<file path="src/rtl/xor_unit_arbiter.sv">
// Round-robin arbiter sharing one XOR unit between two requesters; response at T+3+k, timeout at T+2+TMO.
// Requests are accepted only in IDLE; responses are single-cycle pulses with no backpressure.
module xor_unit_arbiter #(
  parameter int W   = 1,
  parameter int TMO = 4
) (
  input  logic         clk,
  input  logic         rst,
  input  logic         req0_valid,
  input  logic         req1_valid,
  input  logic [W-1:0] req0_a,
  input  logic [W-1:0] req0_b,
  input  logic [W-1:0] req1_a,
  input  logic [W-1:0] req1_b,
  output logic         req0_ready,
  output logic         req1_ready,
  output logic         rsp0_valid,
  output logic         rsp1_valid,
  output logic [W-1:0] rsp_d,
  output logic         rsp_err,
  output logic [W-1:0] unit_a,
  output logic [W-1:0] unit_b,
  output logic         unit_start,
  input  logic         unit_done,
  input  logic [W-1:0] unit_d,
  output logic         spurious
);

  typedef enum logic [1:0] {IDLE, ISSUE, WAIT, RESP} state_t;

  typedef struct packed {
    logic [W-1:0] a;
    logic [W-1:0] b;
  } op_t;

  state_t       state_q, state_d;
  logic [3:0]   cnt_q, cnt_d;
  logic         last_grant_q, last_grant_d;
  logic         owner_q, owner_d;
  logic         spurious_q, spurious_d;
  logic         err_q, err_d;
  logic [W-1:0] d_q, d_d;
  op_t          op_q, op_d;
  logic         any_req;
  logic         gnt;

  // With both pending, the requester not served last wins; a lone requester always wins.
  always_comb begin
    any_req = req0_valid | req1_valid;
    gnt     = (req0_valid && req1_valid) ? ~last_grant_q : req1_valid;
  end

  always_ff @(posedge clk or posedge rst) begin
    if (rst) begin
      state_q      <= IDLE;
      cnt_q        <= '0;
      last_grant_q <= 1'b1;
      owner_q      <= 1'b0;
      spurious_q   <= 1'b0;
      err_q        <= 1'b0;
      d_q          <= '0;
      op_q         <= '0;
    end else begin
      state_q      <= state_d;
      cnt_q        <= cnt_d;
      last_grant_q <= last_grant_d;
      owner_q      <= owner_d;
      spurious_q   <= spurious_d;
      err_q        <= err_d;
      d_q          <= d_d;
      op_q         <= op_d;
    end
  end

  always_comb begin
    state_d      = state_q;
    cnt_d        = cnt_q;
    last_grant_d = last_grant_q;
    owner_d      = owner_q;
    err_d        = err_q;
    d_d          = d_q;
    op_d         = op_q;
    spurious_d   = spurious_q | (unit_done && (state_q != WAIT));
    case (state_q)
      IDLE: begin
        if (any_req) begin
          op_d.a       = gnt ? req1_a : req0_a;
          op_d.b       = gnt ? req1_b : req0_b;
          owner_d      = gnt;
          last_grant_d = gnt;
          state_d      = ISSUE;
        end
      end
      ISSUE: begin
        cnt_d   = '0;
        state_d = WAIT;
      end
      WAIT: begin
        // A done arriving on the last allowed cycle still counts as success.
        if (unit_done) begin
          d_d     = unit_d;
          err_d   = 1'b0;
          state_d = RESP;
        end else if (cnt_q == 4'(TMO - 1)) begin
          d_d     = '0;
          err_d   = 1'b1;
          state_d = RESP;
        end else begin
          cnt_d = cnt_q + 4'd1;
        end
      end
      RESP: begin
        state_d = IDLE;
      end
      default: begin
        state_d = IDLE;
      end
    endcase
  end

  always_comb begin
    req0_ready = 1'b0;
    req1_ready = 1'b0;
    rsp0_valid = 1'b0;
    rsp1_valid = 1'b0;
    rsp_d      = '0;
    rsp_err    = 1'b0;
    unit_a     = '0;
    unit_b     = '0;
    unit_start = 1'b0;
    spurious   = 1'b0;
    if (!rst) begin
      spurious = spurious_q;
      case (state_q)
        IDLE: begin
          req0_ready = any_req & ~gnt;
          req1_ready = any_req & gnt;
        end
        ISSUE: begin
          unit_start = 1'b1;
          unit_a     = op_q.a;
          unit_b     = op_q.b;
        end
        WAIT: begin
          unit_a = op_q.a;
          unit_b = op_q.b;
        end
        RESP: begin
          unit_a     = op_q.a;
          unit_b     = op_q.b;
          rsp0_valid = ~owner_q;
          rsp1_valid = owner_q;
          rsp_d      = d_q;
          rsp_err    = err_q;
        end
        default: begin
        end
      endcase
    end
  end

endmodule

</file>
<file path="config.mk">
export PLATFORM = sky130hd
export DESIGN_NAME = xor_unit_arbiter
export DESIGN_NICKNAME = d
export VERILOG_FILES = /design/src/rtl/xor_unit_arbiter.sv
export SDC_FILE = /design/constraint.sdc
export NUM_CORES = 1
export LEC_CHECK = 0
export ABC_AREA = 0
export CAP_MARGIN = 20
export CORE_MARGIN = 1
export CORE_UTILIZATION = 47
export DETAILED_ROUTE_END_ITERATION = 10
export PLACE_DENSITY = 0.88
export SETUP_SLACK_MARGIN = 0.02
export SYNTH_ARGS = -nofsm -noshare
export SYNTH_HDL_FRONTEND = slang
export SYNTH_SLANG_ARGS = --single-unit
</file>
<file path="constraint.sdc">
create_clock -name clk -period 1.9 [get_ports clk]
set_clock_uncertainty 0.15 [all_clocks]
set_input_delay 0.285 -clock clk [delete_from_list [all_inputs] [get_ports clk]]
set_output_delay 0.285 -clock clk [all_outputs]
set_load 0.02 [all_outputs]
</file>
==> impl_metrics.toml <==
[worst_setup_path]
crit_buf_inv = 2
cp.arrival_ns = 1.45
cpPeakStageDelay_ns = 0.56
worstSetupPathType = "input pin to primary output"
rr_worst_depth = 6
critPathTopFamily = "buffers and inverters"
cp-end-kind = "primary output"
crit_chain = "clkdlybuf4s50_1, a21boi_4, nand2_4, nor2_4, buf_6"
worstPathRequired_ns = 1.46
rr_startpoint = "state_q[0]$_DFFE_PP0P_"
regToRegEndpoint = "state_q[1]$_DFFE_PP0P_"
path_max_fanout = 3
start_kind = "input pin"
reg2reg_setup_slack_ns = 0.07
slowest_stage = "clkdlybuf4s50_1"

[synthesis]
synth_flop_cell = "dfrtp_1"
ys_types = 30
yosys-top-cells-count = "dfrtp_1, nand2_1, ha_1, inv_1, o21ai_0"
avgSynthCellArea_sq_um = 9.87
ys_warn_count = 0
postSynthCellCount = 79
synth_top_area_frac = 0.385
seq_area_frac_synth = 0.419
syn_area_sq_um = 779
yosysMostFrequentCell = "dfrtp_1"
synth_edf_count = 0
synth-async-reset-ratio = 1.00
synthTopCellsByArea = "dfrtp_1, ha_1, o21ai_0"
synth_seq_cells = 13
synth_fp_nets = 95
synth_top_area_cell = "dfrtp_1"

[run_status]
status = "complete, no violations"

[pwr]
power.density_nw_per_um2 = 1320
power_uw = 1670
leakage_uw = 0.000600
peakVddDrop_v = 0.000831

[cells_and_area]
area_growth_pct = 61.8
finalInstanceArea_sq_um = 1260
final_util = 0.828
antenna_cells = 0
fillCellCount = 73
final_nets = 140
drive_above_1_share = 0.472

[timing]
min_period_over_period = 0.993
setup_violations = 0
maxSlewViolCount = 0
period_minus_slack_ns = 1.89
final_hold_viol_count = 0
rsz0062_at_grt = "true"
max_freq_mhz = 530
slew_headroom = 0.659
tightest_slew_ns = 0.511

[floorplan]
placementRows = 14
start_util = 0.511
io_pins = 20
die_y_um = 42.7
die_x_um = 42.7
die-area_sq_um = 1830
core-area_sq_um = 1520

[global_route]
grt_max_degree = 14
grt_pass1_vias = 773
grt_use_total = 0.243
grt_remaining_overflow = 0
grt_antenna_before_repair = 0
grt_pass1_wl_um = 3220

[routing]
wl_met2_um = 1330
first_iter_violations = 26
wl_um = 2450
ant_nets = 0
m1WireLength_um = 944
top_layer = "met4"
met3_length_um = 121
via_per_inst = 5.76
num_vias = 800
drt_first_pass_iters = 5
post_drt_wl_per_cell_um = 17.7
drc = 0

[clock_tree]
clkSinkCount = 13
cts_tree = "built"
path_clk_slew_ns = 0.09
cts-hold-fix-buffers = 0
cts.path.max_buffers = 2
cts-root-buf = "clkbuf_4"
h-tree-depth = 1
numCtsBuffers = 3
clk_latency_ns = 0.28

[placed_design]
dp_hpwl_um = 1510
routabilityCongestion = 0.820
port-buffer-count = 19
dpl-instance-area_sq_um = 1120

[hold_path]
hold_class = "input pin to async pin"

[flow_run]
maxCapViolations = 0
## timing repair
action	in CTS	in global routing
pin swaps	0	5
gates resized for setup	49	30
endpoints found under the setup margin	10	11
setup buffers	0	4
## area by class of cell
cell class	count	area, sq um	area share
tap	16	20.0	0.0159
inverter	6	22.5	0.0179
clock buffer	3	22.5	0.0179
sequential	13	327	0.259
timing repair buffer	41	354	0.281
multi-input combinational	59	510	0.405
clock inverter	1	5.00	0.00397
## how the worst max path moves through the flow
| stage | startpoint | slack (ns) | to | cells after the start |
|---|---|---|---|---|
| final | req1_valid | 0.01 | req1_ready | 5 |
| after CTS | state_q[0]$_DFFE_PP0P_ | -0.02 | req1_ready | 6 |
| after detailed placement | req1_valid | -0.39 | req1_ready | 5 |
| after floorplan | state_q[0]$_DFFE_PP0P_ | 0.05 | req0_ready | 4 |
| after global placement | req0_valid | -0.28 | req0_ready | 4 |
| after global routing | state_q[1]$_DFFE_PP0P_ | -0.01 | rsp0_valid | 5 |
## tightest hold or removal path, cell delays in order
cell            delay (ns)
dlymetal6s2s_1        0.21
buf_4                 0.19
inv_1                 0.38
## kinds of logic (layout without fill, tap and decap cells)
| logic type | count (synthesis) | in the layout | synth area share |
|---|---|---|---|
| simple gates | 30 | 30 | 0.236 |
| compound gates | 19 | 19 | 0.159 |
| flops | 13 | 13 | 0.419 |
| buf+inv | 7 | 51 | 0.0337 |
| fa+ha+maj | 6 | 6 | 0.0963 |
| mux | 3 | 3 | 0.0449 |
| xor+xnor | 1 | 1 | 0.0112 |
## registers in the layout, indices dropped and copies added, names as in the netlist
name          cells
spurious_q        1
last_grant_q      1
state_q           2
cnt_q             4
err_q             1
d_q               1
op_q              2
owner_q           1
## metrics by stage
stage	hold slack, ns	std cells	worst slack (ns)	TNS (ns)
after global placement	0.283	131	-0.278	-2.18
final	0.180	139	0.0125	0
after detailed placement	0.314	131	-0.391	-2.79
after floorplan	0.0112	79	0.0467	0
after global routing	0.217	139	-0.0141	-0.0291
after CTS	0.334	135	-0.0230	-0.0548
## metal layers
metal | up-vias | track usage
met5 | - | 0
met4 | 0 | 0.156
met3 | 8 | 0.0511
met2 | 42 | 0.418
met1 | 385 | 0.266
li1 | 365 | -
## layout by cell type, fill, tap and decap left out, types with 3 or more instances in the layout
cell type,n
a21oi_1,5
buf_4,26
buf_6,5
clkbuf_4,3
clkdlybuf4s50_1,8
dfrtp_1,12
ha_1,3
inv_1,3
inv_2,3
nand2_1,6
o21ai_0,5
## where the power goes
| part | switching, uW | internal (uW) |
|---|---|---|
| logic | 489 | 524 |
| registers | 86.2 | 386 |
| clock network | 103 | 78.2 |
No activity file was read; power rests on OpenSTA's default activity.
